**src/rtl/matrix_pkg.sv**
```systemverilog
// Shared parameters and FSM encoding for the systolic-array operand feeder.
package matrix_pkg;
  localparam int N  = 4;
  localparam int DW = 8;
  localparam int STREAM_LEN = 3 * N - 2;

  typedef enum logic [1:0] {IDLE, STREAM, DONE} state_t;

  function automatic int stream_len(input int n);
    return 3 * n - 2;
  endfunction
endpackage

```
**src/rtl/feed_bank.sv**
```systemverilog
// One N x N operand buffer with skewed edge-slice selection; ROW_WISE picks A (row) or B (column) skew.
module feed_bank #(
  parameter int N        = matrix_pkg::N,
  parameter int DW       = matrix_pkg::DW,
  parameter int IW       = $clog2(matrix_pkg::N),
  parameter int TW       = 4,
  parameter bit ROW_WISE = 1'b1
) (
  input  logic            clk,
  input  logic            rst_n,
  input  logic            wr_en,
  input  logic [IW-1:0]   wr_row,
  input  logic [IW-1:0]   wr_col,
  input  logic [DW-1:0]   wr_data,
  input  logic            load,
  input  logic [TW-1:0]   t_nxt,
  output logic [N*DW-1:0] feed
);
  logic [N-1:0][N-1:0][DW-1:0] mem, mem_nxt;
  logic [N*DW-1:0]             sel;

  // Write forwarding: a write landing on the go edge is visible in the t=0 slice.
  always_comb begin
    mem_nxt = mem;
    if (wr_en) mem_nxt[wr_row][wr_col] = wr_data;
  end

  for (genvar k = 0; k < N; k++) begin : g_slice
    logic [TW:0] d;
    logic        in_rng;
    assign d      = {1'b0, t_nxt} - (TW+1)'(k);
    assign in_rng = !d[TW] && (d < (TW+1)'(N));
    assign sel[k*DW +: DW] = !in_rng ? '0 :
                             ROW_WISE ? mem_nxt[k][d[IW-1:0]] : mem_nxt[d[IW-1:0]][k];
  end

  always_ff @(posedge clk or negedge rst_n) begin
    if (!rst_n) begin
      mem  <= '0;
      feed <= '0;
    end else begin
      mem  <= mem_nxt;
      feed <= load ? sel : '0;
    end
  end
endmodule

```
**src/rtl/matrix_feeder.sv**
```systemverilog
// Streams two loaded N x N matrices into a systolic MAC grid with diagonal skew and zero padding.
module matrix_feeder #(
  parameter int N  = matrix_pkg::N,
  parameter int DW = matrix_pkg::DW
) (
  input  logic                 clk,
  input  logic                 rst_n,
  input  logic                 wr_en,
  input  logic                 wr_sel,
  input  logic [$clog2(N)-1:0] wr_row,
  input  logic [$clog2(N)-1:0] wr_col,
  input  logic [DW-1:0]        wr_data,
  input  logic                 go,
  output logic                 busy,
  output logic                 done,
  output logic [N*DW-1:0]      a_out,
  output logic [N*DW-1:0]      b_out,
  output logic                 mac_start
);
  import matrix_pkg::*;

  localparam int IW   = $clog2(N);
  localparam int SLEN = stream_len(N);
  localparam int TW   = $clog2(SLEN);

  state_t          state, state_nxt;
  logic [TW-1:0]   t, t_nxt;
  logic            wr_ok, stream_nxt;

  always_comb begin
    state_nxt = state;
    t_nxt     = t;
    case (state)
      IDLE:   if (go) begin
                state_nxt = STREAM;
                t_nxt     = '0;
              end
      STREAM: if (t == TW'(SLEN - 1)) begin
                state_nxt = DONE;
                t_nxt     = '0;
              end else begin
                t_nxt = t + 1'b1;
              end
      DONE:   state_nxt = IDLE;
      default: begin
        state_nxt = IDLE;
        t_nxt     = '0;
      end
    endcase
  end

  assign stream_nxt = (state_nxt == STREAM);
  assign wr_ok      = wr_en && (state != STREAM);

  always_ff @(posedge clk or negedge rst_n) begin
    if (!rst_n) begin
      state     <= IDLE;
      t         <= '0;
      mac_start <= 1'b0;
    end else begin
      state     <= state_nxt;
      t         <= t_nxt;
      mac_start <= stream_nxt;
    end
  end

  assign busy = (state == STREAM);
  assign done = (state == DONE);

  feed_bank #(.N(N), .DW(DW), .IW(IW), .TW(TW), .ROW_WISE(1'b1)) u_bank_a (
    .clk     (clk),
    .rst_n   (rst_n),
    .wr_en   (wr_ok && !wr_sel),
    .wr_row  (wr_row),
    .wr_col  (wr_col),
    .wr_data (wr_data),
    .load    (stream_nxt),
    .t_nxt   (t_nxt),
    .feed    (a_out)
  );

  feed_bank #(.N(N), .DW(DW), .IW(IW), .TW(TW), .ROW_WISE(1'b0)) u_bank_b (
    .clk     (clk),
    .rst_n   (rst_n),
    .wr_en   (wr_ok && wr_sel),
    .wr_row  (wr_row),
    .wr_col  (wr_col),
    .wr_data (wr_data),
    .load    (stream_nxt),
    .t_nxt   (t_nxt),
    .feed    (b_out)
  );
endmodule

```
**config.mk**
```make
export PLATFORM = sky130hd
export DESIGN_NAME = matrix_feeder
export DESIGN_NICKNAME = d
export VERILOG_FILES = /design/src/rtl/matrix_pkg.sv /design/src/rtl/feed_bank.sv /design/src/rtl/matrix_feeder.sv
export SDC_FILE = /design/constraint.sdc
export NUM_CORES = 1
export LEC_CHECK = 0
export BUFFER_PORTS_ARGS = -buffer_cell sky130_fd_sc_hd__buf_2
export CAP_MARGIN = 20
export CORE_MARGIN = 2
export CORE_UTILIZATION = 50
export DETAILED_ROUTE_END_ITERATION = 10
export PLACE_DENSITY = 0.75
export SLEW_MARGIN = 25
export SYNTH_ARGS = -nofsm -noshare
export SYNTH_HDL_FRONTEND = slang
export SYNTH_SLANG_ARGS = --single-unit
```
**constraint.sdc**
```tcl
create_clock -name clk -period 2.7 [get_ports clk]
set_clock_uncertainty 0.15 [all_clocks]
set_input_delay 0.54 -clock clk [delete_from_list [all_inputs] [get_ports clk]]
set_output_delay 0.54 -clock clk [all_outputs]
set_load 0.01 [all_outputs]
```
# Word level (Yosys, flattened, before mapping)
# Cells that the tools add are included.
# totals
ff_bits	327
rom_bits	0
ramBits	0
mem_count	0
latch_bits	0
output_inout_bits	67
# op_classes
div_mod_pow	0
addsub	4
shifts	0
reduce_logical	13
magnitude_cmp	12
bitwise_logic	0
mul	0
eq_ne	5
muxes	40
# ops
operator	count
$bmux 32 s2	4
$bwmux 128	2
$mux 128	2
$mux 32	4
$mux 8	14
$bmux 8 s2	4
$demux 32 s2	1
$mux 24	1
$lt 2x3->1 const B	6
$demux 8 s2	1
$mux 16	1
$lt 5x3->1 const B	3
$pmux 4 s3	1
$sub 4x2->5 const B	2
$logic_and 1x1->1	8
$mux 4	2
$sub 4x1->5 const B	1
$add 4x1->4 const B	1
$eq 2x1->1 const B	2
$eq 4x4->1 const B	1
$ge 2x1->1 const B	2
$logic_not 1->1	4
$lt 4x3->1 const B	1
$mux 2	2
4 further kinds	4

# Depth between registers and ports, before layout
# Gate-level depths: netlist of the first run.
# logic_depth
depth_word	12
depth_mapped	12
depth_no_buf	9

# By module
# A second synthesis of the first run with hierarchy kept.
# hier_totals
hier_cells	1406
area_unflattened_um2	15035.7
# by_module_without_submodules
mod	area_each_um2	seq_area_each_um2	instances	cells_per_inst
feed_bank (u_bank_b)	7393.3	4003.8	1	676
feed_bank (u_bank_a)	7298.2	4003.8	1	696
matrix_feeder	344.1	175.2	1	34

# Worst setup path after synthesis of the first run
# No wires, ideal clock.
# synth_path
path_kind	input -> register
from	in go
to	reg u_bank_a.feed[14]
path_slack_ps	117
arrival_ps	2347
n_path_buf	1
cell_stages	10
cell_sequence	and2b_1 > o22ai_1 > a22o_1 > inv_1 > ha_1 > a21boi_0 > xnor2_1 > nand3_1 > buf_2 > nor3_1
# synth_via
elab_chain_len	7
word_cells_on_any_way	13
classes_between	add/sub: 1; order compare: 1; eq/ne: 1; mux: 8; reduce/logical: 2
# synth_lines
element	line	text
start: declaration	matrix_feeder.sv:13	input logic go,
$mux 4 *	matrix_feeder.sv:34	IDLE: if (go) begin
$pmux 4 s3 *	matrix_feeder.sv:33	case (state)
net t_nxt[1]	matrix_feeder.sv:27	logic [TW-1:0] t, t_nxt;
$sub 4x1->5 *	feed_bank.sv:31	assign d = {1'b0, t_nxt} - (TW+1)'(k);
$lt 5x3->1, or another cell as far along	feed_bank.sv:32	assign in_rng = !d[TW] && (d < (TW+1)'(N));
$logic_and 1x1->1 / $mux 8 (equally long branches)	feed_bank.sv:32, feed_bank.sv:34	
$mux 8 *	feed_bank.sv:33	assign sel[k*DW +: DW] = !in_rng ? '0 :
$mux 32 *	feed_bank.sv:43	feed <= load ? sel : '0;
end signal: assignment	feed_bank.sv:43	
end: declaration	feed_bank.sv:17	output logic [N*DW-1:0] feed
# The timed path passes the listed nets; every way through them passes the cells marked *. The select of a mux whose other input is x is not followed.

# Worst setup path in the final report of the first run
# layout_path
from	reg state[1]
to	reg u_bank_b.feed[1]
# layout_via
word_cells_on_any_way	17
classes_between	order compare: 1; eq/ne: 4; mux: 9; reduce/logical: 3
# layout_rtl
element	line	text
start: declaration	matrix_feeder.sv:26	state_t state, state_nxt;
start signal: assignment	matrix_feeder.sv:61	state <= state_nxt;
$eq 2x2->1, or another cell as far along	matrix_feeder.sv:33	
$pmux 4 s3 *	matrix_feeder.sv:33	
net t_nxt[2]	matrix_feeder.sv:27	
$lt 4x3->1 *	feed_bank.sv:32	
$mux 8 *	feed_bank.sv:33	
$mux 32 *	feed_bank.sv:43	
end signal: assignment	feed_bank.sv:43	
end: declaration	feed_bank.sv:17	
# Marks and branches as above.

==> metrics.md, run 1 <==
| Metric | Value |
|---|---|
| Result of the run | `completed` |
| Layout-stage area growth over the synthesis result | `16.9%` |
| Area of the multi-input gates | `4980 um^2` |
| Core area | `26700 um^2` |
| Num rows | `60` |
| DRT iter0 DRCs | `between 500 and 600` |
| Worst reg2reg path depth | `8` |
| Total count of max-transition violations in the final report | `0` |
| I/O pin count | `84` |
| Starting density of the core | `0.505` |
| Share of final-layout standard cells stronger than drive strength 1 | `0.458` |
| Synth unique cells | `44` |
| Via count of the first global-routing pass | `8938` |
| Routed Antenna Nets | `0` |
| Final Setup Violations | `0` |
| Launching point of the worst reg2reg path | `state[1]` |
| Hold path start | `go` |
| Clock tree from TritonCTS | `built` |
| Type of the setup path with the least slack | `reg2reg` |
| Clock network latency to the later pin of the worst-skew pair | `around 0.56 ns` |
| Count of flip-flops with a built-in enable after synthesis | `0` |
| Die Area | `28300 um^2` |
| Storage element area | `8180 um^2` |
| H-Tree Depth | `1` |
| Flops & latches, synth | `327` |
| Routed via count | `8378` |
| Setup slack of the most critical reg-to-reg path | `0.18 ns` |
| Critical path capture point type | `flip-flop` |
| Cell area after synthesis | `between 10000 and 15000 um^2` |
| Vias/cell | `~5.8` |
| Required @ worst endpoint | `2.99 ns` |
| Depth of the worst hold-timing path | `3` |
| Number of sinks handled by clock tree synthesis | `327` |
| Sequential area share after synthesis | `0.607` |
| Clock root buffer master | `sky130_fd_sc_hd__clkbuf_16` |
| Endpoint of the worst hold-timing path | `mac_start` |
| Nets@finish | `1099` |
| Proportion of synthesized flip-flops having asynchronous set or reset | `1.00` |
| Filler instances | `2127` |
| Instance count after placement with tap cells included | `1384` |
| Residual DRC | `0` |
| TritonCTS buffer count | `31` |
| Ys Warns | `0` |
| Aggregate routed wire length | `30.3 mm` |
| Min cycle time layout | `roughly 2.5 ns` |
| Wire length of the first global-routing pass | `49.1 mm` |
| Maximum clock rate | `just under 0.4 GHz` |
| Final weighted congestion of routability-driven global placement | `roughly 0.76` |
| Pre-CTS setup slack | `-0.0264 ns` |
| Die X-Extent | `168 um` |
| First drt pass iteration count | `4` |
| Worst path arrival time | `2.81 ns` |
| Leakage | `0.00781 uW` |
| Reg2Reg Capture Point | `u_bank_b.feed[1]` |
| Antenna violations before repair | `2` |
| DIE HEIGHT | `168 um` |
| Post-Place Cell Area | `14800 um^2` |
| Type of element launching the critical path | `flip-flop` |
| Cells after Synth | `951` |
| Final Hold Violating Endpoints | `0` |
| CTS max path bufs | `3` |
| Most instantiated flip-flop cell in the synthesis netlist | `sky130_fd_sc_hd__dfrtp_1` |
| Post-DP HPWL | `18.7 mm` |
| Maxcap violations | `0` |
| Power Density | `~1200 nW/um^2` |
| Final critical-path share of the clock period | `0.934` |
| Final global-route overflow total | `0` |
| Fraction of the core area covered by cells at the end of the flow | `0.590` |
| Combined global-route utilization of all metal layers | `0.217` |
| Syn avg cell area | `14.2 um^2` |
| Maximum fanout along the worst path | `9` |
| Average wire per standard cell | `21.0 um` |
| Setup repair after global routing missed its margin | `false` |
| Hold crit path type | `in2reg` |
| Net Count, Synth | `973` |
| Headroom to the max-slew limit | `0.541` |
| Maximum number of pins on one net before global-route repair | `76` |
| Clock transition at the registers of the reported paths | `approximately 0.060 ns` |
| Final std cells w/o fill | `1443` |
| Worst Setup Slack, final | `between 0.15 and 0.2 ns` |
| Port-buffer cells | `83` |
| Design area | `15800 um^2` |
| IR Drop Worst-Case VDD | `0.763 mV` |
| Worst-margin pin slew | `between 0.6 and 0.7 ns` |
[layer usage]
layer,vias to the layer above,share of wire,GRT usage
met3,54,0.053,0.0395
met1,4387,0.46,0.310
met5,-,0.00043,0
met2,183,0.47,0.346
met4,2,0.022,0.0581
li1,3752,-,-
[worst max-delay path by stage]
stage	start	to	slack, ns	cells past startpoint
floorplan	go	u_bank_a.feed[14]	0.12	10
global route	t[1]	u_bank_a.feed[11]	0.01	10
detailed placement	go	u_bank_a.feed[11]	-0.03	11
global placement	go	u_bank_a.feed[11]	0.08	11
CTS	state[1]	u_bank_a.feed[11]	0.03	10
finish	state[1]	u_bank_b.feed[1]	0.18	8
[timing repair]
item                                    4_1_cts  5_1_grt
endpoints found under the setup margin        0       33
resized for setup                             0        5
buffers inserted                              0        0
hold endpoints to repair                     43        0
hold buffers                                  1        0
[critical path, cell delays in order, from the launching register on]
cell and delay [ns]:
sky130_fd_sc_hd__dfrtp_1 0.39, sky130_fd_sc_hd__nand2b_4 0.22, sky130_fd_sc_hd__inv_2 0.09, sky130_fd_sc_hd__o2bb2ai_1 0.17
sky130_fd_sc_hd__a21oi_4 0.28, sky130_fd_sc_hd__inv_1 0.09, sky130_fd_sc_hd__or3b_1 0.55, sky130_fd_sc_hd__buf_4 0.24
sky130_fd_sc_hd__a211oi_1 0.23
[synth_stat cells, types with 5 or more instances]
| cell | instances | area share |
|---|---|---|
| sky130_fd_sc_hd__ha_1 | 5 | 0.0046 |
| sky130_fd_sc_hd__o22ai_1 | 122 | 0.057 |
| sky130_fd_sc_hd__nand3_1 | 10 | 0.0037 |
| sky130_fd_sc_hd__dfrtp_1 | 327 | 0.61 |
| sky130_fd_sc_hd__nand2_1 | 10 | 0.0028 |
| sky130_fd_sc_hd__a211oi_1 | 12 | 0.0067 |
| sky130_fd_sc_hd__nor2b_1 | 6 | 0.0028 |
| sky130_fd_sc_hd__mux2i_1 | 7 | 0.0052 |
| sky130_fd_sc_hd__nor3_2 | 24 | 0.018 |
| sky130_fd_sc_hd__nor3_4 | 9 | 0.011 |
| sky130_fd_sc_hd__buf_2 | 12 | 0.0045 |
| sky130_fd_sc_hd__clkbuf_1 | 48 | 0.013 |
| sky130_fd_sc_hd__inv_1 | 6 | 0.0017 |
| sky130_fd_sc_hd__mux2_2 | 256 | 0.21 |
| sky130_fd_sc_hd__nor3_1 | 44 | 0.016 |
| sky130_fd_sc_hd__nand2b_1 | 12 | 0.0056 |
[placed cells by master, fill, tap and decap left out, types with 5 or more instances in the layout]
master	instances
sky130_fd_sc_hd__a211oi_1	12
sky130_fd_sc_hd__buf_12	13
sky130_fd_sc_hd__buf_2	82
sky130_fd_sc_hd__buf_4	64
sky130_fd_sc_hd__clkbuf_1	13
sky130_fd_sc_hd__clkbuf_16	31
sky130_fd_sc_hd__clkbuf_8	9
sky130_fd_sc_hd__dfrtp_1	327
sky130_fd_sc_hd__ha_1	5
sky130_fd_sc_hd__inv_1	6
sky130_fd_sc_hd__mux2_2	256
sky130_fd_sc_hd__mux2i_1	7
sky130_fd_sc_hd__nand2_1	10
sky130_fd_sc_hd__nand2b_1	12
sky130_fd_sc_hd__nand3_1	10
sky130_fd_sc_hd__nor2b_1	6
sky130_fd_sc_hd__nor3_1	44
sky130_fd_sc_hd__nor3_2	24
sky130_fd_sc_hd__nor3_4	9
sky130_fd_sc_hd__o22ai_1	122
[final cells by class]
cell class / count / share of cell area
Clock inverter: 3 / 0.00119
Tap cell: 341 / 0.0271
Sequential cell: 327 / 0.519
Multi-Input combinational cell: 549 / 0.316
Antenna cell: 2 / 0.000317
Timing Repair Buffer: 161 / 0.0746
Inverter: 7 / 0.00167
Clock buffer: 53 / 0.0601
[metrics by stage]
step | power [uW] | setup TNS (ns) | hold WS, ns
after floorplan | 12100 | 0 | 0.0944
after global placement | 14900 | 0 | 0.318
after detailed placement | 15200 | -0.0687 | 0.331
after CTS | 19400 | 0 | 0.165
after global routing | 20500 | 0 | 0.180
final | 19400 | 0 | 0.180
[registers in the layout, summed over array words and instances, names as in the netlist]
name,flops
state,2
u_bank_a.mem,128
u_bank_b.mem,128
mac_start,1
u_bank_a.feed,32
t,4
u_bank_b.feed,32
[kinds of logic after synthesis]
family | synth area share
compound gates | 0.0681
xor+xnor | 0.00195
fa+ha+maj | 0.00464
buf+inv | 0.0248
flops | 0.607
mux | 0.219
simple gates | 0.0750
[where the power goes]
| group | internal (uW) | switching, uW | total, uW |
|---|---|---|---|
| clock network | 2360 | 1780 | 4140 |
| registers | 6050 | 330 | 6380 |
| logic | 3770 | 5090 | 8860 |
Note: power is estimated with default switching activity, not from simulation.
==> run 2: changes to the inputs <==
- RECOVER_POWER: default -> 100
==> metrics.md, run 2 (same netlist as run 1, synthesis figures left out) <==
| Metric | Value |
|---|---|
| Setup repair after global routing missed its margin | `false (unchanged)` |
| Routed via count | `8436 (was 8378)` |
| Starting density of the core | `0.505 (unchanged)` |
| Result of the run | `completed (unchanged)` |
| Largest stage delay on the critical path | `0.56 ns (was 0.55 ns)` |
| Die X-Extent | `168 um (unchanged)` |
| Final Setup Violations | `0 (unchanged)` |
| H-Tree Depth | `1 (unchanged)` |
| Worst-margin pin slew | `1.21 ns (was 0.688 ns)` |
| Vias/cell | `5.85 (was 5.81)` |
| Top Registers | `u_bank_a.mem (128), u_bank_b.mem (128) (unchanged)` |
| Worst path arrival time | `2.82 ns (was 2.81 ns)` |
| Final critical-path share of the clock period | `0.939 (was 0.934)` |
| Residual DRC | `0 (unchanged)` |
| Final weighted congestion of routability-driven global placement | `0.755 (unchanged)` |
| Nets@finish | `1099 (unchanged)` |
| Antenna violations before repair | `2 (unchanged)` |
| Required @ worst endpoint | `2.99 ns (about the same)` |
| Core area | `26700 um^2 (unchanged)` |
| First drt pass iteration count | `4 (unchanged)` |
| Hold path start | `go (unchanged)` |
| Most frequent standard cell in the layout excluding fill and tap cells | `sky130_fd_sc_hd__dfrtp_1 (unchanged)` |
| Share of final-layout standard cells stronger than drive strength 1 | `0.211 (was 0.458)` |
| Hold crit path type | `in2reg (unchanged)` |
| Clock transition at the registers of the reported paths | `0.06 ns (about the same)` |
| Num rows | `60 (unchanged)` |
| Filler instances | `2216 (was 2127)` |
| Die Area | `28300 um^2 (unchanged)` |
| Final Hold Violating Endpoints | `0 (unchanged)` |
| Routed Antenna Nets | `0 (unchanged)` |
| Buffers plus inverters on the worst setup path | `3 (unchanged)` |
| Chain of cells forming the critical path | `nand2b_4 -> inv_2 -> o2bb2ai_1 -> a21oi_4 -> inv_1 -> or3b_1 -> buf_4 -> a211oi_1 (unchanged)` |
| Wire length of the first global-routing pass | `49.1 mm (unchanged)` |
| Leakage | `0.00752 uW (was 0.00781 uW)` |
| Type of the setup path with the least slack | `reg2reg (unchanged)` |
| Number of sinks handled by clock tree synthesis | `327 (unchanged)` |
| Clock root buffer master | `sky130_fd_sc_hd__clkbuf_16 (unchanged)` |
| Maxcap violations | `0 (unchanged)` |
| Aggregate routed wire length | `30.3 mm (about the same)` |
| Launching point of the worst reg2reg path | `state[1] (unchanged)` |
| Post-DP HPWL | `18.7 mm (unchanged)` |
| Family with the most delay on the worst path | `simple AND/OR/NAND/NOR gates (unchanged)` |
| Type of element launching the critical path | `flip-flop (unchanged)` |
| Maximum clock rate | `0.395 GHz (was 0.397 GHz)` |
| Layout-stage area growth over the synthesis result | `14.0% (was 16.9%)` |
| Headroom to the max-slew limit | `0.191 (was 0.541)` |
| I/O pin count | `84 (unchanged)` |
| Via count of the first global-routing pass | `8938 (unchanged)` |
| Commonest non-fill, non-tap cells in the layout | `sky130_fd_sc_hd__dfrtp_1 (327), sky130_fd_sc_hd__mux2_1 (166), sky130_fd_sc_hd__o22ai_1 (122) (was sky130_fd_sc_hd__dfrtp_1 (327), sky130_fd_sc_hd__mux2_2 (256), sky130_fd_sc_hd__o22ai_1 (122))` |
| Clock network latency to the later pin of the worst-skew pair | `0.56 ns (about the same)` |
| Total count of max-transition violations in the final report | `0 (unchanged)` |
| DRT iter0 DRCs | `617 (was 572)` |
| Instance count after placement with tap cells included | `1384 (unchanged)` |
| Final std cells w/o fill | `1443 (unchanged)` |
| IR Drop Worst-Case VDD | `0.764 mV (was 0.763 mV)` |
| Min cycle time layout | `2.53 ns (was 2.52 ns)` |
| Library cell contributing the largest single delay on the critical path | `sky130_fd_sc_hd__or3b_1 (unchanged)` |
| Maximum fanout along the worst path | `9 (unchanged)` |
| Power Density | `1240 nW/um^2 (was 1230 nW/um^2)` |
| DIE HEIGHT | `168 um (unchanged)` |
| Clock tree from TritonCTS | `built (unchanged)` |
| Critical path capture point type | `flip-flop (unchanged)` |
| TritonCTS buffer count | `31 (unchanged)` |
| Post-Place Cell Area | `14800 um^2 (unchanged)` |
| Worst setup path start | `state[1] (unchanged)` |
| Combined global-route utilization of all metal layers | `0.217 (unchanged)` |
| Maximum number of pins on one net before global-route repair | `76 (unchanged)` |
| Setup TNS after final layout | `0 ns (unchanged)` |
| Post-CTS setup repair buffer count | `0 (unchanged)` |
| Average wire per standard cell | `21.0 um (about the same)` |
| Design area | `15400 um^2 (was 15800 um^2)` |
| Port-buffer cells | `83 (unchanged)` |
| CTS max path bufs | `3 (unchanged)` |
| Final global-route overflow total | `0 (unchanged)` |
-- run 2: cell count changes in the layout (fill, tap and decap cells not counted), moves of 4 or more --
cell,previous run,this run
sky130_fd_sc_hd__clkbuf_1,13,105
sky130_fd_sc_hd__clkbuf_4,0,4
sky130_fd_sc_hd__buf_12,13,8
sky130_fd_sc_hd__nor3_2,24,19
sky130_fd_sc_hd__nor3_1,44,55
sky130_fd_sc_hd__nor3_4,9,3
sky130_fd_sc_hd__buf_4,64,35
sky130_fd_sc_hd__buf_2,82,17
sky130_fd_sc_hd__mux2_2,256,90
sky130_fd_sc_hd__mux2_1,0,166
-- run 2: metrics by stage --
stage               total power, uW  setup slack [ns]  hold slack, ns  utilization
floorplan                     12100             0.117          0.0944            -
global placement              14900            0.0808           0.318        0.553
detailed placement            15200           -0.0264           0.331        0.553
CTS                           19400            0.0332           0.165        0.589
global route                  20200           0.00715           0.180        0.575
finish                        19100             0.166           0.188        0.575
-- run 2: final timing paths --
check,end,slack [ns],depth (start not counted)
worst min register to register,u_bank_b.mem[108],0.33,1
worst max register to register,u_bank_b.feed[1],0.17,8
max in group asynchronous,u_bank_b.mem[11],0.40,3
min in group asynchronous,u_bank_b.feed[19],0.62,2
worst max-delay path,u_bank_b.feed[1],0.17,8
worst min-delay path,mac_start,0.19,3
-- run 2: worst register-to-register path: stages (launching register included) --
cell and delay (ns):
sky130_fd_sc_hd__dfrtp_1 0.39, sky130_fd_sc_hd__nand2b_4 0.22, sky130_fd_sc_hd__inv_2 0.09, sky130_fd_sc_hd__o2bb2ai_1 0.17, sky130_fd_sc_hd__a21oi_4 0.28, sky130_fd_sc_hd__inv_1 0.09, sky130_fd_sc_hd__or3b_1 0.56, sky130_fd_sc_hd__buf_4 0.25
sky130_fd_sc_hd__a211oi_1 0.24
-- run 2: what timing repair did --
item,in CTS,in global routing
hold endpoints to repair,43,0
hold buffers,1,0
gates resized for setup,0,5
endpoints found under the setup margin,0,33
-- run 2: cell type report --
class / count / area (um^2) / share of cell area
sequential: 327 / 8180 / 0.532
tap: 341 / 427 / 0.0278
clock inverter: 3 / 18.8 / 0.00122
clock buffer: 53 / 948 / 0.0617
multi-input combinational: 549 / 4850 / 0.315
antenna: 2 / 5.00 / 0.000326
inverter: 7 / 26.3 / 0.00171
timing repair buffer: 161 / 920 / 0.0598
-- run 2: layer usage --
| metal | GRT usage | part of all wire | vias up |
|---|---|---|---|
| met5 | 0 | 0.00030 | - |
| met1 | 0.310 | 0.46 | 4432 |
| met2 | 0.346 | 0.47 | 180 |
| met4 | 0.0581 | 0.018 | 2 |
| met3 | 0.0395 | 0.046 | 52 |
| li1 | - | - | 3770 |
-- run 2: report_power, final --
group          internal [uW]  switching, uW
clock                   2360           1780
sequential              6050            331
combinational           3520           5050
total                  11900           7150
